--- src/rtl/fetch_unit.sv ---
// Instruction fetch stage: issues req/ack word reads, hands words to decode over valid/ready,
// applies branch redirects and counts deliveries. Define FETCH_TIMEOUT_EN for the memory-ack timeout.
module fetch_unit #(
  parameter int unsigned       ADDR_W   = 8,
  parameter int unsigned       DATA_W   = 16,
  parameter logic [ADDR_W-1:0] RESET_PC = '0,
  parameter int unsigned       TIMEOUT  = 15
) (
  input  logic              clk,
  input  logic              rst,
  input  logic              enable,
  output logic              mem_req,
  output logic [ADDR_W-1:0] mem_addr,
  input  logic              mem_ack,
  input  logic [DATA_W-1:0] mem_rdata,
  output logic [DATA_W-1:0] instr,
  output logic [ADDR_W-1:0] instr_pc,
  output logic              instr_valid,
  input  logic              instr_ready,
  input  logic              branch_valid,
  input  logic [ADDR_W-1:0] branch_target,
  output logic [ADDR_W-1:0] pc,
  output logic [7:0]        fetch_cnt,
  output logic              fetch_err
);

  typedef enum logic [1:0] {IDLE, REQ, DROP, HOLD} state_t;

  state_t            state_q, state_d;
  logic [ADDR_W-1:0] pc_q, pc_d;
  logic [ADDR_W-1:0] mem_addr_q, mem_addr_d;
  logic [ADDR_W-1:0] instr_pc_q, instr_pc_d;
  logic [DATA_W-1:0] instr_q, instr_d;
  logic              mem_req_q, mem_req_d;
  logic              valid_q, valid_d;
  logic              err_q, err_d;
  logic [7:0]        cnt_q, cnt_d;
  logic              waiting;
  logic              locked;
  logic              timeout_hit;

  // A read is outstanding in both REQ and DROP.
  assign waiting = (state_q == REQ) || (state_q == DROP);

`ifdef FETCH_TIMEOUT_EN
  localparam int unsigned TW = (TIMEOUT > 1) ? $clog2(TIMEOUT) : 1;

  logic [TW-1:0] tmo_q, tmo_d;

  // REQ->DROP keeps the same read outstanding, so the count carries across it.
  assign timeout_hit = waiting && !mem_ack && (tmo_q == TW'(TIMEOUT - 1));
  assign tmo_d       = (waiting && !mem_ack && !timeout_hit) ? tmo_q + TW'(1) : '0;
  assign locked      = err_q;
  assign err_d       = err_q | timeout_hit;

  always_ff @(posedge clk or posedge rst) begin
    if (rst) tmo_q <= '0;
    else     tmo_q <= tmo_d;
  end
`else
  assign timeout_hit = 1'b0;
  assign locked      = 1'b0;
  assign err_d       = 1'b0;
`endif

  // NOTE: every comb output gets a default first so no path leaves it unassigned (no latches).
  always_comb begin
    state_d = state_q;
    unique case (state_q)
      IDLE: if (enable && !locked) state_d = REQ;
      REQ: begin
        if (mem_ack)           state_d = branch_valid ? REQ : HOLD;
        else if (branch_valid) state_d = DROP;
      end
      DROP: if (mem_ack) state_d = enable ? REQ : IDLE;
      HOLD: if (branch_valid || instr_ready) state_d = enable ? REQ : IDLE;
      default: state_d = IDLE;
    endcase
    if (timeout_hit) state_d = IDLE;
  end

  always_comb begin
    pc_d       = branch_valid ? branch_target : pc_q;
    instr_d    = instr_q;
    instr_pc_d = instr_pc_q;
    valid_d    = valid_q;
    cnt_d      = cnt_q;
    unique case (state_q)
      REQ: begin
        if (mem_ack && !branch_valid) begin
          instr_d    = mem_rdata;
          instr_pc_d = pc_q;
          pc_d       = pc_q + ADDR_W'(1);
          valid_d    = 1'b1;
        end
      end
      HOLD: begin
        // A handshake coinciding with a branch still counts; the flush only drops valid.
        if (instr_ready)                 cnt_d   = cnt_q + 8'd1;
        if (instr_ready || branch_valid) valid_d = 1'b0;
      end
      default: ;
    endcase
    if (timeout_hit) valid_d = 1'b0;
    mem_req_d  = (state_d == REQ) || (state_d == DROP);
    // A fresh address is latched only when a new read starts, never mid-request.
    mem_addr_d = ((state_d == REQ) && ((state_q != REQ) || mem_ack)) ? pc_d : mem_addr_q;
  end

  // NOTE: sequential state uses non-blocking assignments so all registers update together.
  always_ff @(posedge clk or posedge rst) begin
    if (rst) begin
      state_q    <= IDLE;
      pc_q       <= RESET_PC;
      mem_addr_q <= RESET_PC;
      mem_req_q  <= 1'b0;
      instr_q    <= '0;
      instr_pc_q <= '0;
      valid_q    <= 1'b0;
      cnt_q      <= '0;
      err_q      <= 1'b0;
    end else begin
      state_q    <= state_d;
      pc_q       <= pc_d;
      mem_addr_q <= mem_addr_d;
      mem_req_q  <= mem_req_d;
      instr_q    <= instr_d;
      instr_pc_q <= instr_pc_d;
      valid_q    <= valid_d;
      cnt_q      <= cnt_d;
      err_q      <= err_d;
    end
  end

  assign mem_req     = mem_req_q;
  assign mem_addr    = mem_addr_q;
  assign instr       = instr_q;
  assign instr_pc    = instr_pc_q;
  assign instr_valid = valid_q;
  assign pc          = pc_q;
  assign fetch_cnt   = cnt_q;
  assign fetch_err   = err_q;

endmodule
--- config.mk ---
export PLATFORM = sky130hd
export DESIGN_NAME = fetch_unit
export DESIGN_NICKNAME = d
export VERILOG_FILES = /design/src/rtl/fetch_unit.sv
export SDC_FILE = /design/constraint.sdc
export NUM_CORES = 1
export LEC_CHECK = 0
export CAP_MARGIN = 20
export CORE_MARGIN = 2
export CORE_UTILIZATION = 48
export DETAILED_ROUTE_END_ITERATION = 16
export PLACE_DENSITY = 0.88
export SETUP_SLACK_MARGIN = 0.5
export SYNTH_ARGS = -nofsm -noshare
export SYNTH_HDL_FRONTEND = slang
export SYNTH_SLANG_ARGS = --single-unit
--- constraint.sdc ---
create_clock -name clk -period 3.68 [get_ports clk]
set_clock_uncertainty 0.2 [all_clocks]
set_input_delay 0.736 -clock clk [delete_from_list [all_inputs] [get_ports clk]]
set_output_delay 0.736 -clock clk [all_outputs]
set_load 0.02 [all_outputs]
==> reports/qor.csv <==
stage,metric,value,unit
pwr,Static Leakage,1.316,nW
run,number of max-cap violations,0,
floorplan,Initial Utilization,50.59,%
placement,PortBufs,79,
routing,Pre-antenna DRT Iters,4,
worst_hold_path,min-delay worst type,flop to flop,
placement,gpl congestion,0.8141,
cells_and_area,layout cell share with drive strength beyond 1,16.60,%
grt,GR peak layer,met2,
synthesis,Yosys warnings,0,
cts,"CTS clk-pin slew, worst paths",90,ps
synthesis,"Seq/Total Area, Yosys",57.87,%
timing,relative slew slack,56.58,%
floorplan,Die Wd,72.44,um
grt,pin count of the biggest net entering global routing,53,
placement,HPWL Detailed,3584,um
cells_and_area,most frequent cells in the layout,"clkdlybuf4s50_1 (79), dfrtp_1 (52), mux2_2 (29)",
critical_path,crit path max-delay cell type,clkdlybuf4s50_1,
routing,routed vias,1624,
cts,H-tree levels,2,
grt,total track usage,20.22,%
routing,total wire length,4935,um
floorplan,Die ar.,5248,um^2
cts,cts hold-fix bufs,0,
cells_and_area,"most common cell after layout, fill and taps aside",clkdlybuf4s50_1,
grt,vias in the first global route,1702,
pwr,Combinational Power Share,48.8,%
pwr,Clock power frac,13.3,%
floorplan,IO Pins,81,
pwr,Flop pwr share,37.9,%
outcome,outcome,"finished, final reports clean",
cts,CTS tree,built,
routing,vias per cell,5.222,
critical_path,CP Cell Sequence,clkdlybuf4s50_1 -> nand2b_1 -> a21oi_1 -> a211oi_1 -> ha_1 -> o21a_1 -> mux2_2,
floorplan,core area,4444,um^2
critical_path,CP peak stage delay,720,ps
critical_path,Worst setup startpoint,mem_ack,
critical_path,WP data arrival,2980,ps
floorplan,die height,72.44,um
pwr,Switching Fraction,36.90,%
worst_hold_path,hold_sp,fetch_cnt[7],
critical_path,"Max FO, Critical Path",10,
cts,CTS root buf,clkbuf_8,
routing,residual DRC count,0,
routing,Detail Route Antenna Nets,0,
cts,postcts setup bufs,0,
grt,met3 Track Usage GR,5.556,%
timing,final setup vio count,0,
cells_and_area,Final Core Density,71.11,%
timing,setup tns final,0,ps
synthesis,Mapped Nets,212,
pwr,worst vdd ir,0.4023,mV
cells_and_area,Final #Nets,291,
timing,WHS,287.5,ps
timing,worst slew pin tran,651.3,ps
grt,met1 Use GR,26.47,%
synthesis,Mapped Cells,179,
synthesis,Post-Syn Area,2248,um^2
grt,met2 Resource Use GR,32.52,%
floorplan,standard-cell rows,24,
timing,minimum clock period after layout,2983,ps
cts,CTS Buf Count,5,
synthesis,Synth cell types,33,
timing,RSZ-0062 raised after global routing,no,
critical_path,crit path capture type,flop,
synthesis,#FFs+latches synth,52,
pwr,Int Pwr,1.619,mW
placement,placed cell count,303,
timing,Slew Limit Fails,0,
cts,Sinks on Clock Net,52,
grt,initial antenna violation count,0,
cts,CTS Buffer Depth,2,
cells_and_area,fin cells,311,
grt,first-pass GRT wire length,8107,um
timing,Final Hold Viols,0,
cells_and_area,synthesis-to-layout area growth,40.57,%
critical_path,kind of critical path,primary input to flop,
critical_path,worst r2r src,state_q[1],
routing,post-DR wirelength/cell,15.87,um
synthesis,Avg Inst Size Synth,12.56,um^2
cells_and_area,ANT cells,0,
cts,clock network latency to the later pin of the worst-skew pair,300,ps
cts,post-cts sizing count,0,
timing,Tcrit/Tclk final,81.05,%
routing,DRT iter0 DRCs,99,
pwr,Power Dens Cells,811.6,nW/um^2
critical_path,startpoint types,primary input,
timing,Max Freq,335.3,MHz
pwr,switching power,0.9465,mW
critical_path,Critical Path RT,3670,ps
grt,total global routing overflow,0,
==> area by class of cell <==
type                    count  area (um^2)
flip-flops and latches     52         1301
fillers                   335         1284
multi-input cells         113        872.1
repair buffers             82        813.3
clock buffers               7        86.33
well taps                  52        65.06
inverters                   4        15.01
clock inverters             1        7.507
==> path summary, 6_finish.rpt <==
kind                                end  slack (ps)  cells past startpoint
setup / recovery            mem_addr[4]         700                      7
hold / removal             fetch_cnt[7]         290                      1
setup reg to reg            mem_addr[4]        1240                      6
hold reg to reg            fetch_cnt[7]         290                      1
max in group asynchronous   mem_addr[4]        2120                      3
min in group asynchronous  fetch_cnt[3]         720                      3
==> per-layer routing <==
| metal | share of wire [%] | vias up |
|---|---|---|
| met5 | 0 | - |
| met4 | 0.99 | 0 |
| met3 | 5.7 | 5 |
| met2 | 51 | 51 |
| met1 | 43 | 791 |
| li1 | - | 777 |
==> power by group through the flow <==
stage	clock [mW]	combinational [mW]	sequential, mW
global route	0.374	1.34	1.01
global placement	0	1.23	0.973
detailed placement	0	1.26	0.986
finish	0.340	1.25	0.973
CTS	0.348	1.27	0.976
floorplan	0	0.432	1.23
==> flip-flops by register name (all words and copies together) (netlist names) <==
register and flops:
fetch_cnt 8, instr 16, instr_pc 8, instr_valid 1, mem_addr 8, mem_req 1
pc 8, state_q 2
==> through the flow <==
stage	power (mW)	worst slack, ps	instance area (um^2)
floorplan	1.663	1091	2248
global placement	2.203	568.1	3067
detailed placement	2.244	399.4	3067
CTS	2.590	713.2	3161
global route	2.718	521.9	3161
finish	2.565	697.3	3161
==> kinds of logic after synthesis <==
kind of cell | share of synthesized area (%)
fa+ha+maj | 1.670
simple gates | 10.35
xor+xnor | 5.064
buf+inv | 3.450
flops | 57.87
compound gates | 5.788
other cells | 0.1668
mux | 15.64
==> worst max-delay path, delay by kind of cell <==
family / cells / cell delay (ps)
and+or+nand+nor: 1 / 160
adders and majority gates: 1 / 270
AOI/OAI and AO/OA: 3 / 710
muxes: 1 / 380
buffers and inverters: 1 / 720
==> cell usage after synthesis <==
master    count  area, um^2
dfrtp_1      52        1301
mux2_2       29       326.6
nand2_1      10       37.54
nor2_1       10       37.54
xnor2_1       9       78.83
nand3_1       8       40.04
o21ai_0       8       40.04
a21oi_1       4       20.02
buf_4         4       30.03
inv_1         4       15.01
nand4_1       4       25.02
xor2_1        4       35.03
clkbuf_1      3       11.26
ha_1          3       37.54
nand2b_1      3       18.77
o211ai_1      3       22.52
a31oi_1       2       12.51
and3_1        2       12.51
buf_2         2       10.01
nor3_1        2       10.01
a211oi_1      1       7.510
a221o_1       1       10.01
and4_1        1       8.760
buf_6         1       11.26
conb_1        1       3.750
mux2_4        1       15.01
mux2i_1       1       10.01
nand3b_4      1       20.02
nand4b_1      1       8.760
nor3b_1       1       7.510
o21a_1        1       7.510
o311a_1       1       10.01
or3_1         1       6.260
Note: power is estimated with default switching activity, not from simulation.
==> variant, RTL diff (config.mk and constraints unchanged) <==
`ADDR_W`: 8 -> 7.
--- a/src/rtl/fetch_unit.sv
+++ b/src/rtl/fetch_unit.sv
@@ -3,3 +3,3 @@
 module fetch_unit #(
-  parameter int unsigned       ADDR_W   = 8,
+  parameter int unsigned       ADDR_W   = 7,
   parameter int unsigned       DATA_W   = 16,
Ports: changed (resized branch_target, instr_pc, mem_addr and pc); port bits go from 81 to 77. The function was not compared with the original's and may differ.
==> variant against the unedited design <==
- power fell by 4.0%
- final area fell by 1.5%
- worst setup slack improved by 0.13 ns
- sequential cell count fell by 3
- combinational power fell by 6%
- synthesized area fell by 1.5%
- wire length fell by 2.7%
==> variant: results <==
set metrics [dict create \
    layout-drive-gt1-share 0.114 \
    wl_per_cell_microns 14.0 \
    path_max_fanout 14 \
    dp_hpwl_mm 3.38 \
    clock_latency_ns 0.30 \
    n_fill_cell 342 \
    port_buffers 75 \
    first_pass_iters 4 \
    track_usage 0.198 \
    p_leak_nw 1.43 \
    cpMaxStageDelayCell "clkdlybuf4s50_1" \
    syn_nets 246 \
    yosys-top-cells-count "75 x nand2_1, 49 x dfrtp_1, 10 x nor2_1" \
    cts-resized-gates 0 \
    cts_buffer_depth 2 \
    ir_worst_vdd_v 0.000456 \
    arrival_ns 2.85 \
    yosysWarnings 0 \
    synth-async-reset-ratio 1.00 \
    grt_antenna_before_repair 0 \
    root_buffer "clkbuf_8" \
    layout.nets 321 \
    numCtsBuffers 5 \
    yosys.cell_types.count 40 \
    hp-class "reg2reg" \
    path_delay_family "buffers and inverters" \
    status "complete, no violations" \
    synth.top_cells.by_area "dfrtp_1 55%, nand2_1 13%, mux2_2 4.1%" \
    diodes 0 \
    largest_reg_flops 16 \
    clk_pin_slew_ns 0.09 \
    seq_area_frac_synth 0.554 \
    post_cts_buffers 0 \
    crit_path_max_incr_delay_ns 0.68 \
    slew_headroom 0.639 \
    grt_pass1_wl_mm 7.94 \
    grt_pass1_vias 1666 \
    grt_max_degree 50 \
    initialDrtViolationCount 87 \
    viasPerCell 5.02 \
    htreeDepth 2 \
    place_congestion 0.840 \
]
## variant: worst paths after layout
kind | end | cells after the start | start | slack (ns)
setup / recovery | mem_addr[1] | 8 | branch_valid | 0.83
hold / removal | instr_pc[3] | 2 | instr_pc[3] | 0.28
setup reg to reg | mem_addr[1] | 6 | state_q[1] | 1.29
hold reg to reg | instr_pc[3] | 2 | instr_pc[3] | 0.28
max in group asynchronous | instr[14] | 3 | rst | 2.46
min in group asynchronous | fetch_cnt[4] | 2 | rst | 0.40
## variant: metrics by stage
stage | cells | setup WS [ns] | util | area, sq um
2_1_floorplan | 214 | 1.28 | - | 2210
3_3_place_gp | 333 | 0.606 | 0.678 | 2990
3_5_place_dp | 333 | 0.506 | 0.678 | 2990
4_1_cts | 341 | 0.841 | 0.701 | 3090
5_1_grt | 342 | 0.599 | 0.705 | 3110
6_report | 342 | 0.829 | 0.705 | 3110
## variant: area by class of cell
| cell class | count | area (sq um) | area share |
|---|---|---|---|
| clock buffer | 7 | 96.3 | 0.0309 |
| clock inverter | 1 | 5.00 | 0.00161 |
| inverter | 4 | 15.0 | 0.00482 |
| multi-input combinational | 150 | 912 | 0.293 |
| sequential | 49 | 1230 | 0.394 |
| tap | 52 | 65.1 | 0.0209 |
| timing repair buffer | 79 | 793 | 0.255 |
## variant: per-layer routing
metal	share of wire	routed length [microns]	vias up	GRT usage
met4	0.011	51	0	0.0629
li1	-	-	843	-
met3	0.083	397	5	0.0583
met1	0.43	2060	804	0.257
met2	0.48	2290	65	0.323
met5	0	0	-	0
## variant: worst register-to-register path, stage by stage, from the launching register on
cell and delay, ns:
dfrtp_1 0.64, or2b_2 0.35, a21oi_1 0.16, a211oi_1 0.09
ha_1 0.25, o21ai_2 0.19, mux2_2 0.40
## variant: logic make-up after synthesis
kind of cell,synth area share
and+or+nand+nor,0.238
DFF,0.554
AOI/OAI and AO/OA,0.0554
buffers and inverters,0.0412
xor gates and xnor gates,0.0435
muxes,0.0497
adders and majority gates,0.0170
other,0.00169
## variant: power by group
group / switching, mW / leakage (nW) / total, mW / internal (mW)
combinational: 0.583 / 0.784 / 1.18 / 0.597
clock: 0.175 / 0.0542 / 0.345 / 0.170
sequential: 0.183 / 0.597 / 0.937 / 0.754
